File: src/rtl/dir_seq_n.sv
// Motor direction sequencer: runs forward then backward across N_IR IR position
// sensors, checking the order of sensor edges, with timeout, end dwell and fault recovery.
module dir_seq_n #(
    parameter int N_IR        = 3,
    parameter int SYNC_STAGES = 2,
    parameter int TIMEOUT     = 1000000,
    parameter int DWELL       = 1000
) (
    input  logic                    CLK,
    input  logic                    RSTn,
    input  logic [N_IR-1:0]         IR,
    input  logic                    SW,
    output logic                    dir,
    output logic                    en,
    output logic [2:0]              state,
    output logic [$clog2(N_IR)-1:0] idx,
    output logic                    fault,
    output logic                    done
);

    localparam int IDX_W   = $clog2(N_IR);
    localparam int CNT_MAX = (TIMEOUT > DWELL) ? TIMEOUT : DWELL;
    localparam int CNT_W   = $clog2(CNT_MAX + 1);

    localparam logic [IDX_W-1:0] IDX_LAST = IDX_W'(N_IR - 1);
    localparam logic [CNT_W-1:0] TO_LAST  = CNT_W'((TIMEOUT > 0) ? TIMEOUT - 1 : 0);
    localparam logic [CNT_W-1:0] DW_LAST  = CNT_W'(DWELL - 1);

    typedef enum logic [2:0] {
        ST_HOME    = 3'd0,
        ST_FW_FALL = 3'd1,
        ST_FW_RISE = 3'd2,
        ST_END     = 3'd3,
        ST_BW_FALL = 3'd4,
        ST_BW_RISE = 3'd5,
        ST_FAULT   = 3'd6
    } state_t;

    logic [SYNC_STAGES-1:0][N_IR-1:0] r_ir_sync;
    logic [N_IR-1:0]                  r_ir_prev;
    logic [SYNC_STAGES-1:0]           r_sw_sync;
    logic                             r_sw_prev;

    // NOTE: IR idles high (clear) and SW idles low, so these reset values make
    // the first cycles after reset release edge-free.
    always_ff @(posedge CLK or negedge RSTn) begin
        if (!RSTn) begin
            r_ir_sync <= '1;
            r_ir_prev <= '1;
            r_sw_sync <= '0;
            r_sw_prev <= 1'b0;
        end else begin
            r_ir_sync <= {r_ir_sync[SYNC_STAGES-2:0], IR};
            r_ir_prev <= r_ir_sync[SYNC_STAGES-1];
            r_sw_sync <= {r_sw_sync[SYNC_STAGES-2:0], SW};
            r_sw_prev <= r_sw_sync[SYNC_STAGES-1];
        end
    end

    logic [N_IR-1:0] w_ir_now;
    logic [N_IR-1:0] w_ir_fall;
    logic [N_IR-1:0] w_ir_rise;
    logic [N_IR-1:0] w_ir_edge;
    logic [N_IR-1:0] w_sel_mask;
    logic [N_IR-1:0] w_exp_vec;
    logic            w_sw_rise;

    state_t           r_state;
    logic [IDX_W-1:0] r_idx;
    logic [CNT_W-1:0] r_cnt;
    logic             r_dir;
    logic             r_en;
    logic             r_fault;
    logic             r_done;

    logic w_fall_phase;
    logic w_fw;
    logic w_hit;
    logic w_bad;
    logic w_last;
    logic w_timeout;

    assign w_ir_now   = r_ir_sync[SYNC_STAGES-1];
    assign w_ir_fall  = ~w_ir_now & r_ir_prev;
    assign w_ir_rise  = w_ir_now & ~r_ir_prev;
    assign w_ir_edge  = w_ir_fall | w_ir_rise;
    assign w_sw_rise  = r_sw_sync[SYNC_STAGES-1] & ~r_sw_prev;
    assign w_sel_mask = N_IR'(1) << r_idx;

    assign w_fall_phase = (r_state == ST_FW_FALL) || (r_state == ST_BW_FALL);
    assign w_fw         = (r_state == ST_FW_FALL) || (r_state == ST_FW_RISE);
    assign w_exp_vec    = w_fall_phase ? w_ir_fall : w_ir_rise;
    assign w_hit        = |(w_exp_vec & w_sel_mask);
    // Any edge besides the single expected one is a fault, even alongside a hit.
    assign w_bad        = |(w_ir_edge & ~(w_exp_vec & w_sel_mask));
    assign w_last       = w_fw ? (r_idx == IDX_LAST) : (r_idx == '0);
    assign w_timeout    = (TIMEOUT != 0) && (r_cnt >= TO_LAST);

    state_t           w_state_nx;
    logic [IDX_W-1:0] w_idx_nx;
    logic [CNT_W-1:0] w_cnt_nx;
    logic             w_dir_nx;
    logic             w_en_nx;
    logic             w_fault_nx;
    logic             w_done_nx;

    always_comb begin
        w_state_nx = r_state;
        w_idx_nx   = r_idx;
        w_cnt_nx   = r_cnt;
        w_dir_nx   = r_dir;
        w_done_nx  = 1'b0;

        case (r_state)
            ST_HOME: begin
                if (w_sw_rise) begin
                    w_state_nx = ST_FW_FALL;
                    w_idx_nx   = '0;
                    w_cnt_nx   = '0;
                    w_dir_nx   = 1'b1;
                end
            end
            ST_FW_FALL, ST_FW_RISE, ST_BW_FALL, ST_BW_RISE: begin
                w_cnt_nx = '0;
                if (w_bad || (!w_hit && w_timeout)) begin
                    w_state_nx = ST_FAULT;
                end else if (w_hit) begin
                    if (!w_last) begin
                        w_idx_nx = w_fw ? r_idx + 1'b1 : r_idx - 1'b1;
                    end else begin
                        case (r_state)
                            ST_FW_FALL: begin
                                w_state_nx = ST_FW_RISE;
                                w_idx_nx   = '0;
                            end
                            ST_FW_RISE: w_state_nx = ST_END;
                            ST_BW_FALL: begin
                                w_state_nx = ST_BW_RISE;
                                w_idx_nx   = IDX_LAST;
                            end
                            default: begin
                                w_state_nx = ST_HOME;
                                w_idx_nx   = '0;
                                w_dir_nx   = 1'b1;
                                w_done_nx  = 1'b1;
                            end
                        endcase
                    end
                end else if (r_cnt < TO_LAST) begin
                    w_cnt_nx = r_cnt + 1'b1;
                end
            end
            ST_END: begin
                if (r_cnt >= DW_LAST) begin
                    w_state_nx = ST_BW_FALL;
                    w_idx_nx   = IDX_LAST;
                    w_cnt_nx   = '0;
                    w_dir_nx   = 1'b0;
                end else begin
                    w_cnt_nx = r_cnt + 1'b1;
                end
            end
            ST_FAULT: begin
                if (w_sw_rise) begin
                    w_state_nx = ST_HOME;
                    w_idx_nx   = '0;
                    w_cnt_nx   = '0;
                    w_dir_nx   = 1'b1;
                end
            end
            default: begin
                w_state_nx = ST_FAULT;
                w_cnt_nx   = '0;
            end
        endcase

        w_en_nx    = (w_state_nx == ST_FW_FALL) || (w_state_nx == ST_FW_RISE) ||
                     (w_state_nx == ST_BW_FALL) || (w_state_nx == ST_BW_RISE);
        w_fault_nx = (w_state_nx == ST_FAULT);
    end

    always_ff @(posedge CLK or negedge RSTn) begin
        if (!RSTn) begin
            r_state <= ST_HOME;
            r_idx   <= '0;
            r_cnt   <= '0;
            r_dir   <= 1'b1;
            r_en    <= 1'b0;
            r_fault <= 1'b0;
            r_done  <= 1'b0;
        end else begin
            r_state <= w_state_nx;
            r_idx   <= w_idx_nx;
            r_cnt   <= w_cnt_nx;
            r_dir   <= w_dir_nx;
            r_en    <= w_en_nx;
            r_fault <= w_fault_nx;
            r_done  <= w_done_nx;
        end
    end

    assign state = r_state;
    assign idx   = r_idx;
    assign dir   = r_dir;
    assign en    = r_en;
    assign fault = r_fault;
    assign done  = r_done;

endmodule

File: config.mk
export PLATFORM = sky130hd
export DESIGN_NAME = dir_seq_n
export DESIGN_NICKNAME = d
export VERILOG_FILES = /design/src/rtl/dir_seq_n.sv
export SDC_FILE = /design/constraint.sdc
export NUM_CORES = 1
export LEC_CHECK = 0
export CAP_MARGIN = 40
export CORE_MARGIN = 1.5
export CORE_UTILIZATION = 40
export CTS_CLUSTER_DIAMETER = 50
export DETAILED_ROUTE_END_ITERATION = 7
export PLACE_DENSITY = 0.61
export REMOVE_ABC_BUFFERS = 1
export SLEW_MARGIN = 5
export SYNTH_ARGS = -nofsm -noshare
export SYNTH_HDL_FRONTEND = slang
export SYNTH_SLANG_ARGS = --single-unit
File: constraint.sdc
create_clock -name CLK -period 2.3 [get_ports CLK]
set_input_delay 0.575 -clock CLK [delete_from_list [all_inputs] [get_ports CLK]]
set_output_delay 0.575 -clock CLK [all_outputs]
set_load 0.05 [all_outputs]
* Word level (Yosys, flattened, before mapping)
Cells that the tools add are included.
** Word-level totals
- Register bits :: 41
- Input port bits :: 6
- Output and inout bits :: 9
** Cells by class
- $add $sub $neg :: 3
- Order comparisons :: 3
- Eq/ne operators :: 19
- Shifts and indexed selects :: 1
- Mux-type cells :: 36
- Bitwise operators :: 10
- Reductions and logical operators :: 18
** Operators with widths (count)
- two-way mux 20 bit :: 5
- one-hot mux 20 bit (3 select lines) :: 1
- two-way mux 3 bit :: 7
- adder 20 x 1 -> 20 bit (second input constant) :: 1
- >= comparator 20 x 10 -> 1 bit (second input constant) :: 1
- >= comparator 20 bit (second input constant) :: 1
- less-than comparator 20 bit (second input constant) :: 1
- equality test 3 bit (second input constant) :: 6
- AND 3 bit :: 4
- two-way mux 1 bit :: 12
- two-way mux 2 bit :: 6
- one-hot mux 3 bit (4 select lines) :: 1
- inequality test 2 bit (second input constant) :: 5
- equality test 3 x 2 -> 1 bit (second input constant) :: 3
- NOT 3 bit :: 3
- one-hot mux 3 bit (3 select lines) :: 1
- OR reduction 3 bit :: 3
- AND reduction 7 bit :: 1
- equality test 3 x 1 -> 1 bit (second input constant) :: 2
- logical OR 1 bit :: 6
- one-hot mux 2 bit (3 select lines) :: 1
- AND reduction 6 bit :: 1
- one-hot mux 2 bit (2 select lines) :: 1
- OR reduction 4 bit :: 1
- 16 further kinds :: 16

* Logic depth before layout (Yosys ltp)
Gate-level depths: netlist (run 1).
- Depth after elaboration :: 14
- Mapped depth :: 12
- Gate-level depth less buffers :: 11

* Worst setup path after synthesis (run 1)
Ideal clock, no wire load.
- Path kind :: register to register
- Start point :: register r_state[2] (netlist: state[2])
- End point :: register r_idx[0] (netlist: idx[0])
- Data arrival time :: 2562 ps
- Required time :: 2175 ps
- Setup slack :: -387 ps
- Cell stages (with the launch flop) :: 10
- Buffers on the path :: 0
- Clock period less this slack :: 2687 ps
- Cell sequence :: dfrtp_1 xnor2_1 nor2_2 mux2i_2 o221a_4 a21o_1 nor2_1 or3_4 nand3_2 mux2_4
** Between the ends
- Longest elaborated chain between the ends :: 10
** Ends and longest elaborated chain
- from (decl) :: RTL line 68 : state_t r_state;
- from (signal assigned) :: RTL line 192 : r_state <= w_state_nx;
- equality test 3 x 1 -> 1 bit or equality test 3 bit (tied branches) :: RTL line 90, 91, 114
- logical OR 1 bit :: RTL line 90 : assign w_fall_phase = (r_state == ST_FW_FALL) || (r_state == ST_BW_FALL);
- two-way mux 3 bit :: RTL line 92 : assign w_exp_vec = w_fall_phase ? w_ir_fall : w_ir_rise;
- AND 3 bit :: RTL line 93, 95
- NOT 3 bit or OR reduction 3 bit (tied branches) :: RTL line 95, 93
- AND 3 bit or logical NOT 1 bit (tied branches) :: RTL line 95, 125
- OR reduction 3 bit or logical AND 1 bit (tied branches) :: RTL line 95, 125
- logical OR 1 bit :: RTL line 125 : if (w_bad || (!w_hit && w_timeout)) begin
- inequality test 2 bit (no line)
- AND reduction 6 bit (no line)
- to (signal assigned) :: RTL line 193 : r_idx <= w_idx_nx;
- to (decl) :: RTL line 69 : logic [IDX_W-1:0] r_idx;
Several ways; a longest one is shown, not always the timed one. The select of a mux whose other input is x is not followed.
A chain may end at the register's enable or synchronous reset.

* Final worst setup path (run 1)
- Start point :: register r_ir_prev[0]
- End point :: register r_idx[0] (netlist: idx[0])
** Between the ends
- Longest elaborated chain between the ends :: 10
** Ends and longest elaborated chain
- from (decl) :: RTL line 40 : logic [N_IR-1:0] r_ir_prev;
- from (signal assigned) :: RTL line 54 : r_ir_prev <= r_ir_sync[SYNC_STAGES-1];
- NOT 3 bit :: RTL line 85 : assign w_ir_rise = w_ir_now & ~r_ir_prev;
- AND 3 bit :: RTL line 85
- two-way mux 3 bit :: RTL line 92
- AND 3 bit :: RTL line 93, 95
- NOT 3 bit or OR reduction 3 bit (tied branches) :: RTL line 95, 93
- AND 3 bit or logical NOT 1 bit (tied branches) :: RTL line 95, 125
- OR reduction 3 bit or logical AND 1 bit (tied branches) :: RTL line 95, 125
- logical OR 1 bit :: RTL line 125
- inequality test 2 bit (no line)
- AND reduction 6 bit (no line) (*)
Mark *: on every way between the ends. The rest lies on a longest branch, timed or not.

==> metrics.md, run 1 <==
| Metric | Value |
|---|---|
| CTS tree | `built` |
| Register area share after synthesis | `43.8%` |
| Slew margin rel. | `66.9%` |
| Buffers & Inverters on Critical Path | `1` |
| Worst VDD drop | `662 uV` |
| Netlist cell types | `53` |
| Max cap viols | `0` |
| Reg-to-reg slack, setup | `-0.28 ns` |
| Least-Margin Pin Slew | `0.495 ns` |
| First-pass GRT wire length | `10200 um` |
| CTS root buffer | `clkbuf_8` |
| Reg2Reg Capture Point | `idx[0]` |
| Leading area contributor after synthesis | `dfrtp_1` |
| Worst-path clk slew | `0.09 ns` |
| Largest net degree at the start of global routing | `22` |
| Total grt overflow | `0` |
| Critical Path Slowest Stage Cell | `dfstp_2` |
| Fin. Hold Viols | `0` |
| Yosys reg bits | `41` |
| Failing checks | `negative setup slack` |
| Switching portion of total power | `41.3%` |
| I/O pin total | `15` |
| Largest family of logic cells by synthesized area | `simple AND/OR/NAND/NOR gates` |
| Top Family by Delay on Critical Path | `compound AO/OA/AOI/OAI gates` |
| CTS Buffer Depth | `2` |
| Final Max Tran Viols | `0` |
| Core box area | `5610 um^2` |
| Slowest stage delay, CP | `0.55 ns` |
| WL/cell | `15.1 um` |
| Crit path capture type | `register` |
| DR DRC count | `0` |
| Crit path required time | `2.49 ns` |
| Initial Util | `42.3%` |
| Synth async-reset ratio | `100%` |
| Detailed placer's ending HPWL | `4140 um` |
| Via Count | `2178` |
| Leakage | `0.00146 uW` |
| Pwr/cell area | `1080 nW/um^2` |
| Die width | `80.0 um` |
| Worst path depth | `11` |
| Cells after Synth | `261` |
| CP startpoint kind | `register` |
| Share of the synthesized area in the top cell type | `32.7%` |
| Starting DRC count in detailed routing | `127` |
| H-tree Lvls | `2` |
| Most common flop cell mapped by yosys | `dfrtp_1` |
| Layout Skew | `0.0122 ns` |
| CP Class | `register to register` |
| Pre-CTS setup slack | `-0.220 ns` |
| Reg2Reg Depth | `11` |
| Status | `finished, violations left` |
| Mapped Area | `2370 um^2` |
| Hold-fix buffers at CTS | `0` |
| Clock sinks | `41` |
| RSZ-0062 raised after global routing | `true` |
| Multi-input logic area | `1480 um^2` |
| Min cycle time layout | `2.58 ns` |
| HP Class | `input pin to asynchronous set/reset pin` |
| Fillers | `479` |
| Area growth, synth to finish | `42.3%` |
| Mux cell area share after synthesis | `3.43%` |
| Vias in the first global route | `2095` |
| Clock Latency Late Sink | `0.30 ns` |
| Post-synth EDFFs | `0` |
| Synth top area cells | `dfrtp_1 (33%), dfstp_2 (11%), nor2_1 (6.0%), ha_1 (3.7%), o21ai_0 (3.4%)` |
| Final worst slack | `-0.283 ns` |
| Synth Area in Adders | `4.11%` |
| Fin crit share | `112%` |
| Reg area | `1040 um^2` |
| Yosys Warn Count | `0` |
| Final setup fails | `15` |
| Die height | `80.0 um` |
| Vias per cell | `5.42` |
| Share of cells above drive strength 1 | `41.5%` |
| Logic gate share of total power | `57.0%` |
| WL final | `6050 um` |
| Power share of the clock group | `19.1%` |
| Synth Area in Compound Gates | `16.6%` |
| CP max FO | `3` |
| Placer Congestion | `0.838` |
| Post-Route Utilization | `60.2%` |
| Crit. Startpoint | `r_ir_prev[0]` |
| Nets | `342` |
| Total power | `3660 uW` |
| Int Pwr | `2150 uW` |
| Number of routed nets with antenna violations | `0` |
| Global Route Usage Sum | `20.7%` |
| CTS Buf Count | `5` |
| Flop pwr share | `23.9%` |
| CP arrival | `2.78 ns` |
| Critical path, cell by cell | `inv_2 -> ha_4 -> mux2_4 -> o211ai_1 -> o41ai_2 -> o21ai_1 -> a21o_1 -> nor2_2 -> or3_4 -> nand3_4 -> mux2_4` |
| Diode count | `0` |
| Post-synthesis xor/xnor area fraction | `4.43%` |
| Row count | `27` |
| Worst reg2reg startpoint | `r_ir_prev[0]` |
| Post-Syn Area per Cell | `9.09 um^2` |
| IO buf count | `14` |
| CP most frequent cell | `mux2_4` |
| Psw | `1510 uW` |
| Fmax | `387 MHz` |
| Post-synthesis simple-gate area fraction | `23.5%` |
| Die ar. | `6400 um^2` |
| Antenna violations before repair | `0` |
| End of the critical path | `idx[0]` |
| 1st-pass router iterations | `4` |
-- worst min-delay path by stage --
| stage | endpoint | slack [ns] | cells after the start |
|---|---|---|---|
| 5_1_grt | r_sw_sync[0] | 0.14 | 1 |
| 3_3_place_gp | r_sw_sync[1] | 0.34 | 0 |
| 4_1_cts | done | 0.14 | 1 |
| 3_5_place_dp | r_sw_sync[1] | 0.34 | 0 |
| 6_report | done | 0.13 | 1 |
| 2_1_floorplan | done | 0.28 | 0 |
-- cells in the final DEF, fill, tap and decap left out, drive strengths merged, types with 5 or more instances in the layout --
cell	count
dfstp	10
o21ai	20
nand2	20
clkdlybuf4s50	8
a31oi	7
inv	13
nor2	39
nand2b	8
nor3	8
ha	7
xor2	5
xnor2	7
a21oi	9
nand3	9
nor2b	6
buf	62
dfrtp	31
o31ai	7
clkbuf	5
-- what timing repair did --
action                                 CTS  global route
buffers inserted                         4             3
gates resized for setup                 38            38
endpoints found under the hold margin    0             0
setup endpoints to repair               27            27
pin swaps                               10            24
-- metal layers --
metal	GRT usage, %	part of all wire [%]	up-vias
li1	-	-	1063
met1	28.8	46	1070
met2	32.3	50	39
met3	4.46	3.2	6
met4	6.21	1.1	0
met5	0	0	-
-- flip-flops by register name, indices dropped and copies added (netlist names) --
register,cells
state,3
r_sw_prev,1
fault,1
r_ir_prev,3
en,1
done,1
w_ir_now,3
idx,2
dir,1
r_sw_sync,2
r_ir_sync,3
r_cnt,20
-- Yosys cell counts, drive strengths merged (2+ instances only) --
| cell type | n |
|---|---|
| ha | 7 |
| dfrtp | 31 |
| nor2b | 6 |
| and3 | 4 |
| nand2 | 20 |
| nand4 | 3 |
| o211ai | 3 |
| mux2i | 4 |
| nand3b | 4 |
| xor2 | 5 |
| or3 | 3 |
| inv | 13 |
| nor2 | 39 |
| mux2 | 3 |
| and4 | 2 |
| o31ai | 7 |
| xnor2 | 7 |
| nor3 | 8 |
| a21o | 2 |
| a31oi | 7 |
| clkbuf | 3 |
| nand2b | 8 |
| o41ai | 2 |
| a21oi | 9 |
| o21ai | 20 |
| nand3 | 9 |
| buf | 7 |
| dfstp | 10 |
-- power by group through the flow --
stage,logic (uW),clock network (uW),registers [uW]
floorplan,737,0,1140
global placement,1700,0,874
detailed placement,1710,0,876
CTS,1900,710,866
global route,2240,747,885
finish,2090,697,874
-- worst reg2reg max path, stage by stage, from the launching register on --
cell,delay [ns]
dfstp_2,0.55
inv_2,0.04
ha_4,0.15
mux2_4,0.27
o211ai_1,0.13
o41ai_2,0.13
o21ai_1,0.15
a21o_1,0.22
nor2_2,0.06
or3_4,0.38
nand3_4,0.09
mux2_4,0.29
-- per-stage QoR --
step / cell area (um^2) / setup TNS [ns] / instances / hold slack, ns
3_3_place_gp: 2930 / -2.60 / 387 / 0.335
5_1_grt: 3380 / -3.17 / 402 / 0.141
6_report: 3380 / -1.48 / 402 / 0.134
3_5_place_dp: 2930 / -3.13 / 387 / 0.338
2_1_floorplan: 2320 / -22.66 / 251 / 0.279
4_1_cts: 3210 / -0.869 / 399 / 0.140
-- cells by family (layout without fill, tap and decap cells) --
logic type      after synthesis  in the layout
compound gates               60             60
xor+xnor                     12             12
fa+ha+maj                     8              8
buf+inv                      23             92
flops                        41             41
mux                           7              7
simple gates                110            110
-- cell type report --
class	instances	area share [%]
Tap cell	72	2.67
Clock buffer	5	2.04
Timing Repair Buffer	71	17.4
Sequential cell	41	30.7
Inverter	13	1.44
Multi-Input combinational cell	197	43.8
Clock inverter	3	1.93
No activity file was read; power rests on OpenSTA's default activity.
==> run 2: changes to the inputs <==
--- a/config.mk
+++ b/config.mk
@@ -12,6 +12,7 @@
 export DETAILED_ROUTE_END_ITERATION = 7
 export PLACE_DENSITY = 0.61
 export REMOVE_ABC_BUFFERS = 1
+export SETUP_SLACK_MARGIN = 0.4
 export SLEW_MARGIN = 5
 export SYNTH_ARGS = -nofsm -noshare
 export SYNTH_HDL_FRONTEND = slang
==> run 2 against run 1 <==
Net effect: the flow still finishes with violations (negative setup slack); wire length decreased by 0.88%; combinational power increased by 3%; clock power about the same; sequential share of layout area decreased by 0.50 points; worst setup slack improved by 0.083 ns; design area increased by 1.7%; flip-flop and latch count unchanged; worst hold slack improved by 0.0051 ns; maximum frequency increased by 3.3%; final cell count increased by 0.50%; die area unchanged; sequential power about the same.
==> metrics.md, run 2 (same netlist as run 1, synthesis figures left out) <==
| Metric | Value |
|---|---|
| Status | `finished, violations left (unchanged)` |
| Failing checks | `negative setup slack (unchanged)` |
| Commonest non-fill, non-tap cells in the layout | `buf_4 (53), dfrtp_1 (31), nor2_1 (29) (was buf_4 (54), dfrtp_1 (31), nor2_1 (29))` |
| Logic gate share of total power | `57.8% (was 57.0%)` |
| CP Class | `register to register (unchanged)` |
| Placer Congestion | `0.838 (unchanged)` |
| Starting DRC count in detailed routing | `135 (was 127)` |
| Commonest non-fill, non-tap cell in the layout | `buf_4 (unchanged)` |
| Clock sinks | `41 (unchanged)` |
| CP max FO | `3 (unchanged)` |
| Worst reg2reg startpoint | `r_ir_prev[0] (unchanged)` |
| Post-route cell area | `3430 um^2 (was 3380 um^2)` |
| WL final | `6000 um (was 6050 um)` |
| CTS Buf Count | `5 (unchanged)` |
| CP arrival | `2.69 ns (was 2.78 ns)` |
| Post-Route Utilization | `61.2% (was 60.2%)` |
| Leakage | `0.00150 uW (was 0.00146 uW)` |
| Pwr/cell area | `1080 nW/um^2 (about the same)` |
| CTS Buffer Depth | `2 (unchanged)` |
| IO buf count | `14 (unchanged)` |
| Global Route Usage Sum | `21.0% (was 20.7%)` |
| Reg2Reg Depth | `11 (unchanged)` |
| Antenna violations before repair | `0 (unchanged)` |
| Max cap viols | `0 (unchanged)` |
| Switching portion of total power | `41.5% (was 41.3%)` |
| Critical path, cell by cell | `inv_2 -> ha_4 -> mux2_4 -> o211ai_1 -> o41ai_2 -> o21ai_1 -> a21o_1 -> nor2_2 -> or3_4 -> nand3_4 -> mux2_4 (unchanged)` |
| Critical Path Slowest Stage Cell | `dfstp_2 (unchanged)` |
| Row count | `27 (unchanged)` |
| 1st-pass router iterations | `4 (unchanged)` |
| Final Max Tran Viols | `0 (unchanged)` |
| Largest net degree at the start of global routing | `22 (unchanged)` |
| Clock Latency Late Sink | `0.30 ns (about the same)` |
| Crit. Startpoint | `r_ir_prev[0] (unchanged)` |
| Hold-fix buffers at CTS | `0 (unchanged)` |
| Area after DPL | `2930 um^2 (unchanged)` |
| Fin crit share | `109% (was 112%)` |
| Max reg flops | `20 (unchanged)` |
| Fmax | `400 MHz (was 387 MHz)` |
| Final worst slack | `-0.200 ns (was -0.283 ns)` |
| H-tree Lvls | `2 (unchanged)` |
| Share of cells above drive strength 1 | `43.4% (was 41.5%)` |
| Power share of the clock group | `18.7% (was 19.1%)` |
| Detailed placer's ending HPWL | `4140 um (unchanged)` |
| Total grt overflow | `0 (unchanged)` |
| Final setup fails | `16 (was 15)` |
| Crit path capture type | `register (unchanged)` |
| Crit path required time | `2.49 ns (about the same)` |
| Via Count | `2161 (was 2178)` |
| Reg-to-reg slack, setup | `-0.20 ns (was -0.28 ns)` |
| Worst VDD drop | `662 uV (about the same)` |
| Die height | `80.0 um (unchanged)` |
| CP most frequent cell | `mux2_4 (unchanged)` |
| Slowest stage delay, CP | `0.55 ns (about the same)` |
| Min cycle time layout | `2.50 ns (was 2.58 ns)` |
| Most flops, register | `r_cnt (unchanged)` |
| Flop pwr share | `23.5% (was 23.9%)` |
| Initial Util | `42.3% (unchanged)` |
| WL/cell | `14.9 um (was 15.1 um)` |
| Reg2Reg Capture Point | `idx[0] (unchanged)` |
| Least-Margin Pin Slew | `0.492 ns (was 0.495 ns)` |
| HP Class | `input pin to asynchronous set/reset pin (unchanged)` |
| Vias in the first global route | `2133 (was 2095)` |
| Slew margin rel. | `67.3% (was 66.9%)` |
| CTS root buffer | `clkbuf_8 (unchanged)` |
| First-pass GRT wire length | `10300 um (was 10200 um)` |
| Diode count | `0 (unchanged)` |
| CTS tree | `built (unchanged)` |
| Number of routed nets with antenna violations | `0 (unchanged)` |
| Fin. Hold Viols | `0 (unchanged)` |
| Int Pwr | `2180 uW (was 2150 uW)` |
| Die width | `80.0 um (unchanged)` |
| I/O pin total | `15 (unchanged)` |
| Die ar. | `6400 um^2 (unchanged)` |
| Placed Cells | `387 (unchanged)` |
| Layout Skew | `0.0101 ns (was 0.0122 ns)` |
| DR DRC count | `0 (unchanged)` |
| Vias per cell | `5.35 (was 5.42)` |
| Area growth, synth to finish | `44.7% (was 42.3%)` |
| Fin cells | `404 (was 402)` |
| CP startpoint kind | `register (unchanged)` |
| Core box area | `5610 um^2 (unchanged)` |
| Worst-path clk slew | `0.09 ns (about the same)` |
| RSZ-0062 raised after global routing | `true (unchanged)` |
| Nets | `344 (was 342)` |
| Psw | `1550 uW (was 1510 uW)` |
## run 2: power groups by stage
stage          Sequential, uW  Clock (uW)  Combinational (uW)
2_1_floorplan            1140           0                 737
3_3_place_gp              874           0                1700
3_5_place_dp              876           0                1710
4_1_cts                   871         710                1990
5_1_grt                   886         748                2320
6_report                  876         695                2150
## run 2: how the worst max path moves through the flow
stage                      endpoint  slack (ns)  cells past startpoint
final                        idx[0]       -0.20                     11
after global routing         idx[0]       -0.30                     11
after CTS                    idx[0]       -0.19                     11
after detailed placement     idx[0]       -0.22                     11
after global placement       idx[0]       -0.19                     10
after floorplan           r_cnt[10]       -1.05                      8
## run 2: cell type report
type                    count  area [um^2]
clock buffers               5         68.8
clock inverters             3         65.1
fillers                   469         2170
inverters                  13         48.8
multi-input cells         197         1510
flip-flops and latches     41         1040
well taps                  72         90.1
repair buffers             73          611
## run 2: worst max-delay path, delay by kind of cell (launching register included)
| kind | cells | cell delay (ns) |
|---|---|---|
| AO/OA/AOI/OAI | 4 | 0.58 |
| AND/OR/NAND/NOR | 3 | 0.52 |
| flip-flops | 1 | 0.55 |
| adder cells (fa/ha/maj) | 1 | 0.15 |
| buffers and inverters | 1 | 0.05 |
| multiplexers | 2 | 0.55 |
## run 2: metal layers
metal  vias to the layer above  wire length [um]  share of wire (%)  track usage, %
li1                       1060                 -                  -               -
met1                      1041              2640                 44            28.0
met2                        50              3020                 50            33.8
met3                        10               250                4.2            4.80
met4                         0                85                1.4            6.38
met5                         -                 0                  0               0
## run 2: per-stage QoR
| step | setup slack, ns | hold slack [ns] | power, uW | TNS, ns |
|---|---|---|---|---|
| global route | -0.304 | 0.142 | 3950 | -3.76 |
| CTS | -0.187 | 0.140 | 3570 | -0.921 |
| global placement | -0.189 | 0.335 | 2570 | -2.60 |
| floorplan | -1.05 | 0.279 | 1880 | -22.66 |
| finish | -0.200 | 0.139 | 3720 | -1.22 |
| detailed placement | -0.220 | 0.338 | 2590 | -3.13 |
## run 2: what timing repair did
action	CTS	global route
pin swaps	23	12
endpoints found under the hold margin	0	0
endpoints found under the setup margin	34	30
setup buffers	5	4
gates resized for setup	62	33
